<file path="src/rtl/vc_plane_scheduler.sv">
// VC plane scheduler: critical-weighted round-robin over VC planes with a
// registered one-hot grant, in either slot mode or packet-lock mode.
module vc_plane_scheduler #(
  parameter int VC          = 4,
  parameter int CRIT_WEIGHT = 3,
  parameter int LOCK        = 0
) (
  input  logic          clk,
  input  logic          rst,
  input  logic [VC-1:0] vcReq,
  input  logic [VC-1:0] vcTail,
  output logic [VC:0]   planeSel,
  output logic          planeValid,
  output logic [VC-1:0] planeGrant
);

  localparam int AW = (VC > 1) ? $clog2(VC) : 1;
  localparam logic [1:0] IDLE = 2'd0;
  localparam logic [1:0] CRIT = 2'd1;
  localparam logic [1:0] RR   = 2'd2;
  localparam logic [3:0]    CREDIT_INIT = 4'(CRIT_WEIGHT - 1);
  localparam logic [AW-1:0] LAST_PLANE  = AW'(VC - 1);
  localparam logic [AW:0]   VC_W        = (AW + 1)'(VC);

  logic [AW-1:0] active, nextActive, rrWinner, cand;
  logic [AW:0]   sum;
  logic [3:0]    credit, nextCredit;
  logic [1:0]    state, nextState;
  logic          rrFound, holdPacket, keepCrit;

  // First requesting plane after the active one, wrapping modulo VC.
  always_comb begin
    rrFound  = 1'b0;
    rrWinner = active;
    sum      = '0;
    cand     = '0;
    for (int k = 1; k <= VC; k++) begin
      sum = {1'b0, active} + (AW + 1)'(k);
      if (sum >= VC_W) sum = sum - VC_W;
      cand = sum[AW-1:0];
      if (!rrFound && vcReq[cand]) begin
        rrFound  = 1'b1;
        rrWinner = cand;
      end
    end
  end

  // A locked packet pins the plane; otherwise plane 0 spends its credit
  // before falling back to the round-robin search.
  always_comb begin
    holdPacket = (LOCK != 0) && (state != IDLE) && vcReq[active] && !vcTail[active];
    keepCrit   = (state == CRIT) && (credit != 4'd0) && vcReq[0];
    nextActive = active;
    nextCredit = credit;
    nextState  = state;
    if (holdPacket) begin
      nextState = state;
    end else if (keepCrit) begin
      nextCredit = credit - 4'd1;
    end else if (rrFound) begin
      nextActive = rrWinner;
      if (rrWinner == '0) begin
        nextState  = CRIT;
        nextCredit = CREDIT_INIT;
      end else begin
        nextState  = RR;
        nextCredit = 4'd0;
      end
    end else begin
      nextState = IDLE;
    end
  end

  // planeSel keeps its last value while idle so the bus shows the last grantee.
  always_ff @(posedge clk) begin
    if (rst) begin
      active     <= LAST_PLANE;
      credit     <= 4'd0;
      state      <= IDLE;
      planeSel   <= '0;
      planeValid <= 1'b0;
      planeGrant <= '0;
    end else begin
      active     <= nextActive;
      credit     <= nextCredit;
      state      <= nextState;
      planeValid <= (nextState != IDLE);
      if (nextState != IDLE) begin
        planeSel   <= (VC + 1)'(nextActive);
        planeGrant <= {{(VC-1){1'b0}}, 1'b1} << nextActive;
      end else begin
        planeGrant <= '0;
      end
    end
  end

endmodule

</file>
<file path="config.mk">
export PLATFORM = sky130hd
export DESIGN_NAME = vc_plane_scheduler
export DESIGN_NICKNAME = d
export VERILOG_FILES = /design/src/rtl/vc_plane_scheduler.sv
export SDC_FILE = /design/constraint.sdc
export NUM_CORES = 1
export LEC_CHECK = 0
export ABC_AREA = 0
export ABC_CLOCK_PERIOD_IN_PS = 1630
export CORE_MARGIN = 2
export CORE_UTILIZATION = 42
export CTS_CLUSTER_DIAMETER = 200
export DETAILED_ROUTE_END_ITERATION = 6
export GPL_TIMING_DRIVEN = 0
export PLACE_DENSITY_LB_ADDON = 0.12
export SYNTH_ARGS = -nofsm -noshare
export SYNTH_HDL_FRONTEND = slang
export SYNTH_SLANG_ARGS = --single-unit
</file>
<file path="constraint.sdc">
create_clock -name clk -period 1.63 [get_ports clk]
set_clock_uncertainty 0.2 [all_clocks]
set_input_delay 0.326 -clock clk [delete_from_list [all_inputs] [get_ports clk]]
set_output_delay 0.326 -clock clk [all_outputs]
set_load 0.005 [all_outputs]
</file>
==> qor.yml, run 1 <==
fmax_mhz: 593.4
route.detailed.drc: 0
layout-drive-gt1-share: 0.3652
coreArea_sq_um: 1783
multi_input_area_sq_um: 506.7
dp.cells: 129
final_common_cell: "buf_4"
leakage_nw: 0.5258
fill_cells: 157
hold-worst-slack_ns: 0.07618
crit_type: "flip-flop to flip-flop"
crit_chain: "inv_4 -> ha_4 -> a211o_4 -> buf_6 -> a311o_1"
ioPinCount: 20
violations: "negative setup slack"
final_area_sq_um: 1126
setup_slack_ns: -0.05532
die_height_um: 48.11
clock_power_share: 0.256
worst_ep_arrival_time_ns: 1.68
first_global_vias: 615
cts_buffers: 3
ir_worst_vdd_mv: 0.4856
crit_path_end_kind: "flip-flop"
layout_common_cells: "12 x buf_4, 10 x dfxtp_1, 8 x a21oi_1, 6 x nor2_1, 6 x dlymetal6s2s_1"
syn_inst: 92
cts.clk_slew.worst_paths_ns: 0.09
slew_viol_final: 0
rrSetupSlack_ns: -0.06
critPathMaxFanout: 5
instances_no_fill: 140
cts_max_level: 1
grt_usage: 0.1865
yosysWarnings: 0
grt_max_degree: 11
holdCritPathClass: "input port to flip-flop"
fin_crit_ns: 1.685
cp-endpoint: "planeSel[0]"
dieArea_sq_um: 2314
clock_path_buffers: 2
port-buffer-count: 10
worstReg2RegStart: "credit[0]"
utilization: 0.6316
grt-ovfl-total: 0
cp_slowest_stage_delay_ns: 0.36
crit_slowest_cell: "dfxtp_2"
hpwl_um: 1215
syn_area_sq_um: 817.0
setup.worst_path.start: "credit[0]"
register_area_sq_um: 309.0
area.growth.synth_to_final_pct: 37.83
gp_congestion: 0.8095
final_net_count: 128
crit_required_ns: 1.62
reg2reg_depth: 5
place_ws_ns: -0.6037
p_sw_mw: 0.2559
grt_first_pass_wirelength_um: 2898
cts_hold_buf: 0
fin_setup_tns_ns: -0.05532
setup.worst_path.start_class: "flip-flop"
r2r-end: "planeSel[0]"
period_share: 1.034
drt_iter0_markers: 28
num_antenna_cells: 0
comb_power_share: 0.261
fp.dieW_um: 48.11
hold_violations: 0
antenna_left: 0
p_seq_frac: 0.483
rsz0062_at_grt: "yes"
routed_wl_um: 1934
firstDrtPassIters: 4
switching_share: 0.2953
vias: 742
total_power_mw: 0.8667
internal-power_mw: 0.6108
max-cap-violations: 0
crit_cells: 5
cts_root_buf: "clkbuf_4"
crit_family: "compound AO/OA/AOI/OAI gates"
wire_per_inst_um: 13.81
num_rows: 15
synth-seq-cells: 15
cts_tree: "yes"
yosysSeqAreaShare: 0.3675
synth_cell_types: 40
grt_antenna_before_repair: 0
worst-path-buf-inv: 2
cts.sinks: 15
start_util: 0.4582
clk_latency_ns: 0.30
postSynthAreaPerCell_sq_um: 8.881
placed_cell_area_sq_um: 969.7
powerDensity_nw_per_um2: 769.7
vias_per_cell: 5.300
setup_violations: 1
outcome: "complete, but fails checks"
-- flip-flops by register name, summed over array words and instances, names as in the netlist --
name and cells:
state 2, credit 4, planeValid 1, planeSel 2, active 2, planeGrant 4
-- synth_stat cells --
| cell | number | area share |
|---|---|---|
| o211ai_1 | 2 | 0.018 |
| nand3_1 | 2 | 0.012 |
| o22ai_1 | 2 | 0.015 |
| a31oi_1 | 1 | 0.0077 |
| nor3_2 | 1 | 0.012 |
| or4_1 | 1 | 0.0092 |
| a311o_1 | 1 | 0.012 |
| nor2b_1 | 1 | 0.0077 |
| nand2_1 | 2 | 0.0092 |
| nor4b_1 | 1 | 0.011 |
| inv_1 | 3 | 0.014 |
| or4b_2 | 1 | 0.012 |
| o21bai_1 | 1 | 0.0092 |
| o21ai_0 | 2 | 0.012 |
| nand3b_1 | 2 | 0.018 |
| a21oi_1 | 8 | 0.049 |
| mux2i_1 | 2 | 0.025 |
| or3_4 | 1 | 0.014 |
| buf_4 | 4 | 0.037 |
| buf_6 | 1 | 0.014 |
| buf_2 | 5 | 0.031 |
| nor3_1 | 4 | 0.025 |
| a2bb2oi_1 | 1 | 0.011 |
| conb_1 | 1 | 0.0046 |
| nand2b_1 | 3 | 0.023 |
| nor3b_1 | 1 | 0.0092 |
| nand2_2 | 1 | 0.0077 |
| or2b_1 | 1 | 0.0092 |
| nor2_1 | 8 | 0.037 |
| a211o_1 | 1 | 0.011 |
| a211oi_2 | 1 | 0.015 |
| nor4_1 | 1 | 0.0077 |
| o2111ai_1 | 1 | 0.011 |
| nor3b_2 | 2 | 0.031 |
| ha_1 | 2 | 0.031 |
| a21o_1 | 1 | 0.0092 |
| o211a_1 | 1 | 0.012 |
| o32ai_1 | 2 | 0.021 |
| dfxtp_1 | 15 | 0.37 |
| a211oi_1 | 1 | 0.0092 |
-- layout make-up --
| cell class | count | area share |
|---|---|---|
| well taps | 25 | 0.02778 |
| plain buffers | 10 | 0.06889 |
| repair buffers | 17 | 0.1433 |
| clock buffers | 4 | 0.02333 |
| multi-input cells | 66 | 0.4500 |
| inverters | 3 | 0.01222 |
| flip-flops and latches | 15 | 0.2744 |
-- power by group through the flow --
stage                     clock network [mW]  logic (mW)  registers [mW]
final                                  0.222       0.226           0.419
after detailed placement                   0       0.200           0.424
after floorplan                            0       0.129           0.423
after CTS                              0.223       0.213           0.417
after global routing                   0.240       0.245           0.422
after global placement                     0       0.198           0.423
-- kinds of logic after synthesis --
logic type,count (synthesis),share of synthesized area
buffers and inverters,13,0.09494
AO/OA/AOI/OAI,26,0.2236
multiplexers,2,0.02450
flip-flops,15,0.3675
other,1,0.004590
AND/OR/NAND/NOR,33,0.2542
adder cells (fa/ha/maj),2,0.03062
-- worst register-to-register path, delay by kind of cell (launching register included) --
kind,cells,cell delay [ns]
buffers and inverters,2,0.18
AO/OA/AOI/OAI,2,0.69
adder cells (fa/ha/maj),1,0.16
flip-flops,1,0.36
-- timing repair --
action	CTS	global route
setup buffers	3	3
setup endpoints to repair	15	15
gates cloned	1	0
gates resized for setup	13	13
pin swaps	3	2
-- how the worst min path moves through the flow --
stage	from	endpoint	slack [ns]	depth (start not counted)
2_1_floorplan	rst	planeValid	0.26	1
3_3_place_gp	planeSel[1]	planeSel[1]	0.29	2
3_5_place_dp	planeSel[1]	planeSel[1]	0.29	2
4_1_cts	vcReq[0]	state[1]	0.08	2
5_1_grt	vcReq[0]	state[1]	0.09	2
6_report	vcReq[0]	state[1]	0.08	2
-- metal layers --
layer  global-route usage  wire, um  vias up
met5                    0         0        -
met4               0.1135        55        0
met1               0.2725       972      335
li1                     -         -      377
met3              0.03333        76        5
met2               0.2507       829       25
Power figures use the tool's default switching activity.
==> inputs of run 2 (changes only) <==
PLACE_DENSITY = 0.75   (was unset)
PLACE_DENSITY_LB_ADDON = unset   (was 0.12)
REMOVE_ABC_BUFFERS = 1   (was unset)
==> run 2 against run 1 <==
Effect of this change: sequential share of layout area up 1.2 points; non-clock buffer count fell by 10; the flow still finishes with violations (negative setup slack); via count up 6.3%; critical path type unchanged; sequential power is 2% higher; core utilization fell by 2.7 points.
==> qor.yml, run 2 (same netlist as run 1, synthesis figures left out) <==
slew-limit-headroom: 0.6392
cts_hold_buf: 0  # unchanged
total_power_mw: 0.8568  # -1.1%
num_antenna_cells: 0  # unchanged
final_net_count: 119  # -7.0%
final_area_sq_um: 1077  # -4.3%
grt_max_degree: 13  # +2
first_global_vias: 685  # +11%
crit_path_end_kind: "flip-flop"
reg2reg_depth: 5  # unchanged
worstReg2RegStart: "credit[0]"
hold_violations: 0  # unchanged
instances_no_fill: 131  # -6.4%
setup_violations: 2  # +1
hold_path_end: "state[1]"
hold-worst-slack_ns: 0.2591  # +0.1829 ns
cts_root_buf: "clkbuf_4"
fill_cells: 144  # -8.3%
fin_setup_tns_ns: -0.02254  # +0.03278 ns
r2r-end: "planeSel[1]"
leakage_nw: 0.4936  # -6.1%
critPathMaxFanout: 6  # +1
worst_ep_arrival_time_ns: 1.60  # -0.08 ns
clock_path_buffers: 2  # unchanged
ir_worst_vdd_mv: 0.3716  # -23%
cts_max_level: 1  # unchanged
worst_pin_slew_ns: 0.5411
grt_antenna_before_repair: 0  # unchanged
cts.sinks: 15  # unchanged
coreArea_sq_um: 1783  # unchanged
routed_wl_um: 2105  # +8.8%
setup_slack_ns: -0.01710  # +0.03822 ns
fin_crit_ns: 1.647  # -0.03822 ns
place_ws_ns: -0.6652  # -0.06155 ns
cts_tree: "yes"
die_height_um: 48.11  # unchanged
outcome: "complete, but fails checks"
hpwl_um: 1090  # -10%
vias: 789  # +6.3%
vias_per_cell: 6.023  # +14%
num_rows: 15  # unchanged
port-buffer-count: 12  # +2
route.detailed.drc: 0  # unchanged
antenna_left: 0  # unchanged
whs_path_depth: 2  # unchanged
grt_first_pass_wirelength_um: 3056  # +5.5%
start_util: 0.4582  # unchanged
ioPinCount: 20  # unchanged
dp.cells: 121  # -6.2%
firstDrtPassIters: 4  # unchanged
top_regs: "credit: 4 flops, planeGrant: 4 flops"
area.growth.synth_to_final_pct: 31.85
dieArea_sq_um: 2314  # unchanged
clk_latency_ns: 0.29  # about the same
period_share: 1.010  # -0.02345
slew_viol_final: 0  # unchanged
final_common_cell: "dfxtp_1"
cts.clk_slew.worst_paths_ns: 0.09  # about the same
placed_cell_area_sq_um: 909.6  # -6.2%
min_from: "vcReq[0]"
powerDensity_nw_per_um2: 795.3  # +3.3%
utilization: 0.6042  # -0.02737
layout-drive-gt1-share: 0.3396  # -0.02559
holdCritPathClass: "input port to flip-flop"
drt_iter0_markers: 41  # +46%
violations: "negative setup slack"
crit_required_ns: 1.59  # -0.03 ns
rsz0062_at_grt: "yes"
wire_per_inst_um: 16.07  # +16%
crit_type: "flip-flop to flip-flop"
fp.dieW_um: 48.11  # unchanged
rrSetupSlack_ns: -0.02  # +0.04 ns
gp_congestion: 0.8531  # +5.4%
setup.worst_path.start_class: "flip-flop"
layout_common_cells: "10 x dfxtp_1, 8 x a21oi_1, 7 x dlymetal6s2s_1, 5 x nor2_1, 5 x buf_4"
cts_buffers: 3  # unchanged
grt_usage: 0.1935  # +0.006997
max-cap-violations: 0  # unchanged
grt-ovfl-total: 0  # unchanged
fmax_mhz: 607.1  # +2.3%
==> run 2: cell count changes in the layout (fill, tap and decap cells not counted), sizes merged <==
cell           change
clkdlybuf4s50      -1
buf               -12
dlymetal6s2s       +1
clkdlybuf4s15      +2
a211o              +1
==> run 2: per-layer routing <==
layer / wire (um) / up-vias / global-route usage / share of wire
li1: - / 360 / - / -
met1: 877 / 374 / 0.2235 / 0.42
met2: 1035 / 44 / 0.3173 / 0.49
met3: 103 / 11 / 0.02222 / 0.049
met4: 88 / 0 / 0.1622 / 0.042
met5: 0 / - / 0 / 0
==> run 2: area by class of cell <==
cell class	count	area, sq um	area share
clock buffers	4	26.28	0.02439
inverters	3	11.26	0.01045
well taps	25	31.28	0.02904
multi-input cells	67	525.5	0.4878
repair buffers	17	173.9	0.1614
flip-flops and latches	15	309.0	0.2869
==> run 2: repair_timing <==
action,in CTS,in global routing
cloned,1,0
setup endpoints to repair,16,15
buffers inserted,2,3
pin swaps,5,0
gates resized for setup,27,11
==> run 2: where the power goes <==
| part | total, mW | switching, mW | internal [mW] |
|---|---|---|---|
| sequential | 0.426 | 0.0259 | 0.400 |
| combinational | 0.216 | 0.109 | 0.107 |
| clock | 0.215 | 0.120 | 0.0952 |
| total | 0.857 | 0.255 | 0.602 |
==> run 2: worst max-delay path by stage <==
stage          cells past startpoint             to  slack, ns   startpoint
6_report                           5    planeSel[1]      -0.02    credit[0]
5_1_grt                            5  planeGrant[0]      -0.09    active[1]
2_1_floorplan                      4    planeSel[0]      -0.18    active[1]
4_1_cts                            1    planeSel[1]   0.000006  planeSel[1]
3_5_place_dp                       4    planeSel[0]      -0.67     vcReq[3]
3_3_place_gp                       4    planeSel[0]      -0.65     vcReq[3]
==> run 2: worst max-delay path, stage by stage, from the launching register on <==
cell and delay (ns):
dfxtp_2 0.34, inv_2 0.06, ha_4 0.18, a211o_4 0.37
mux2i_1 0.25, a211oi_1 0.11
==> inputs of run 3 (changes only) <==
--- a/config.mk
+++ b/config.mk
@@ -9,5 +9,6 @@
 export ABC_CLOCK_PERIOD_IN_PS = 1630
-export CORE_MARGIN = 2
+export CORE_MARGIN = 3
 export CORE_UTILIZATION = 42
 export CTS_CLUSTER_DIAMETER = 200
+export CTS_CLUSTER_SIZE = 24
 export DETAILED_ROUTE_END_ITERATION = 6
==> constraint.sdc (replaced) <==
create_clock -name clk -period 1.63 [get_ports clk]
set_clock_uncertainty 0.2 [all_clocks]
set_input_delay 0.4075 -clock clk [delete_from_list [all_inputs] [get_ports clk]]
set_output_delay 0.4075 -clock clk [all_outputs]
set_load 0.005 [all_outputs]
==> run 3 against run 2 <==
Effect of this change: the run still ends with negative setup slack left; power shrank 0.96%; sequential share of layout area up 0.24 points; final area shrank 0.81%; core utilization is 0.49 points lower; die area grew 8.5%; via count fell by 7.1%; flip-flop and latch count stayed put; global-route usage decreased by 3.5 points; fmax fell by 1.3%.
==> qor.yml, run 3 (same netlist as run 1, synthesis figures left out) <==
setup_slack_ns: -0.03881  # -0.02171 ns
first_global_vias: 706  # +3.1%
num_antenna_cells: 0  # unchanged
crit_required_ns: 1.59  # about the same
hpwl_um: 1134  # +4.0%
firstDrtPassIters: 4  # unchanged
antenna_left: 0  # unchanged
cts_max_level: 1  # unchanged
comb_power_share: 0.256  # +0.004
drt_iter0_markers: 29  # -29%
violations: "negative setup slack"
grt_use_met3: 0.009063  # -0.01316
routed_wl_um: 1852  # -12%
vias: 733  # -7.1%
worst_ep_arrival_time_ns: 1.63  # +0.03 ns
fin_crit_ns: 1.669  # +0.02171 ns
setup_violations: 2  # unchanged
total_power_mw: 0.8485  # -0.96%
num_rows: 15  # unchanged
grt_first_pass_wirelength_um: 3187  # +4.3%
layout-drive-gt1-share: 0.3396  # unchanged
vias_per_cell: 5.595  # -7.1%
crit_type: "flip-flop to flip-flop"
grt_max_degree: 13  # unchanged
period_share: 1.024  # +0.01332
rsz0062_at_grt: "yes"
die_height_um: 50.11  # +4.2%
clk_latency_ns: 0.27  # -0.02 ns
setup.worst_path.start_class: "flip-flop"
gp_congestion: 0.7878  # -7.7%
cts_buffers: 3  # unchanged
start_util: 0.4582  # unchanged
switching_share: 0.2891  # -0.007980
area.growth.synth_to_final_pct: 30.78
grt_usage: 0.1588  # -0.03463
port-buffer-count: 12  # unchanged
cts_tree: "yes"
wire_per_inst_um: 14.14  # -12%
cts.sinks: 15  # unchanged
slew_viol_final: 0  # unchanged
worst_pin_slew_ns: 0.5823  # +0.04116 ns
cts_root_buf: "clkbuf_4"
clock_path_buffers: 2  # unchanged
final_common_cell: "dfxtp_1"
slew-limit-headroom: 0.6118  # -0.02744
p_sw_mw: 0.2453  # -3.6%
clock_power_share: 0.241  # -0.010
use_met1: 0.2228  # -0.0006402
final_net_count: 119  # unchanged
powerDensity_nw_per_um2: 794.1  # -0.15%
holdCritPathClass: "input port to flip-flop"
ioPinCount: 20  # unchanged
grt_antenna_before_repair: 0  # unchanged
fmax_mhz: 599.2  # -1.3%
cts_hold_buf: 0  # unchanged
critPathMaxFanout: 7  # +1
fp.dieW_um: 50.11  # +4.2%
crit_path_end_kind: "flip-flop"
grt-ovfl-total: 0  # unchanged
layout_common_cells: "10 x dfxtp_1, 9 x dlygate4sd2_1, 8 x a21oi_1, 6 x nor2_1, 5 x buf_4"
reg2reg_depth: 4  # -1
coreArea_sq_um: 1783  # unchanged
whs_path_depth: 2  # unchanged
internal-power_mw: 0.6032  # +0.16%
dieArea_sq_um: 2511  # +8.5%
max-cap-violations: 0  # unchanged
cts.clk_slew.worst_paths_ns: 0.08  # about the same
dp.cells: 121  # unchanged
route.detailed.drc: 0  # unchanged
outcome: "complete, but fails checks"
p_seq_frac: 0.503  # +0.006
hold_violations: 0  # unchanged
instances_no_fill: 131  # unchanged
use_met2: 0.2609  # -0.05646
ir_worst_vdd_mv: 0.2982  # -20%
top_regs: "credit: 4 flops, planeGrant: 4 flops"
grt.busiest_layer: "met2"
leakage_nw: 0.4091  # -17%
==> run 3: changes by cell type in the layout (fill, tap and decap cells not counted), sizes merged <==
cell           delta
buf               +2
clkdlybuf4s15     -1
dlygate4sd2       +6
dlymetal6s2s      -7
==> run 3: critical path, stage by stage, from the launching register on <==
cell	delay, ns
dfxtp_4	0.40
mux2i_1	0.18
nor2_1	0.07
or3_4	0.34
a311o_1	0.37
==> run 3: per-stage QoR <==
step | hold WS, ns | instance area (sq um) | setup TNS, ns | util | setup WS, ns
floorplan | 0.2766 | 758.2 | -0.1804 | - | -0.1804
global placement | 0.2908 | 909.6 | -9.353 | 0.5102 | -0.7605
detailed placement | 0.2932 | 909.6 | -9.743 | 0.5102 | -0.7869
CTS | 0.3005 | 1028 | -0.01952 | 0.5768 | -0.01952
global route | 0.2890 | 1069 | -0.1651 | 0.5993 | -0.08079
finish | 0.2632 | 1069 | -0.04749 | 0.5993 | -0.03881
==> run 3: timing repair <==
action | CTS | global route
cloned | 1 | 0
resized for setup | 34 | 13
setup endpoints to repair | 22 | 8
pin swaps | 5 | 5
buffers inserted | 4 | 1
==> run 3: area by class of cell <==
| class | instances | area [sq um] |
|---|---|---|
| Timing Repair Buffer | 17 | 137.6 |
| Inverter | 3 | 11.26 |
| Tap cell | 25 | 31.28 |
| Clock buffer | 4 | 26.28 |
| Sequential cell | 15 | 309.0 |
| Fill cell | 148 | 714.4 |
| Multi-Input combinational cell | 67 | 553.0 |
==> run 3: worst paths after layout <==
check | startpoint | end | slack, ns
setup / recovery | active[1] | planeSel[0] | -0.04
hold / removal | vcReq[0] | state[1] | 0.26
setup reg to reg | active[1] | planeSel[0] | -0.04
hold reg to reg | planeSel[1] | planeSel[1] | 0.35
==> run 3: power groups by stage <==
stage                     sequential (mW)  clock (mW)  combinational (mW)
after floorplan                     0.431           0              0.0953
after global placement              0.434           0               0.168
after detailed placement            0.435           0               0.172
after CTS                           0.425       0.209               0.189
after global routing                0.432       0.223               0.238
final                               0.427       0.204               0.217
==> run 3: routing by layer <==
layer  vias up  part of all wire
li1        362                 -
met1       355              0.44
met2        16              0.53
met3         0             0.031
met4         0                 0
met5         -                 0
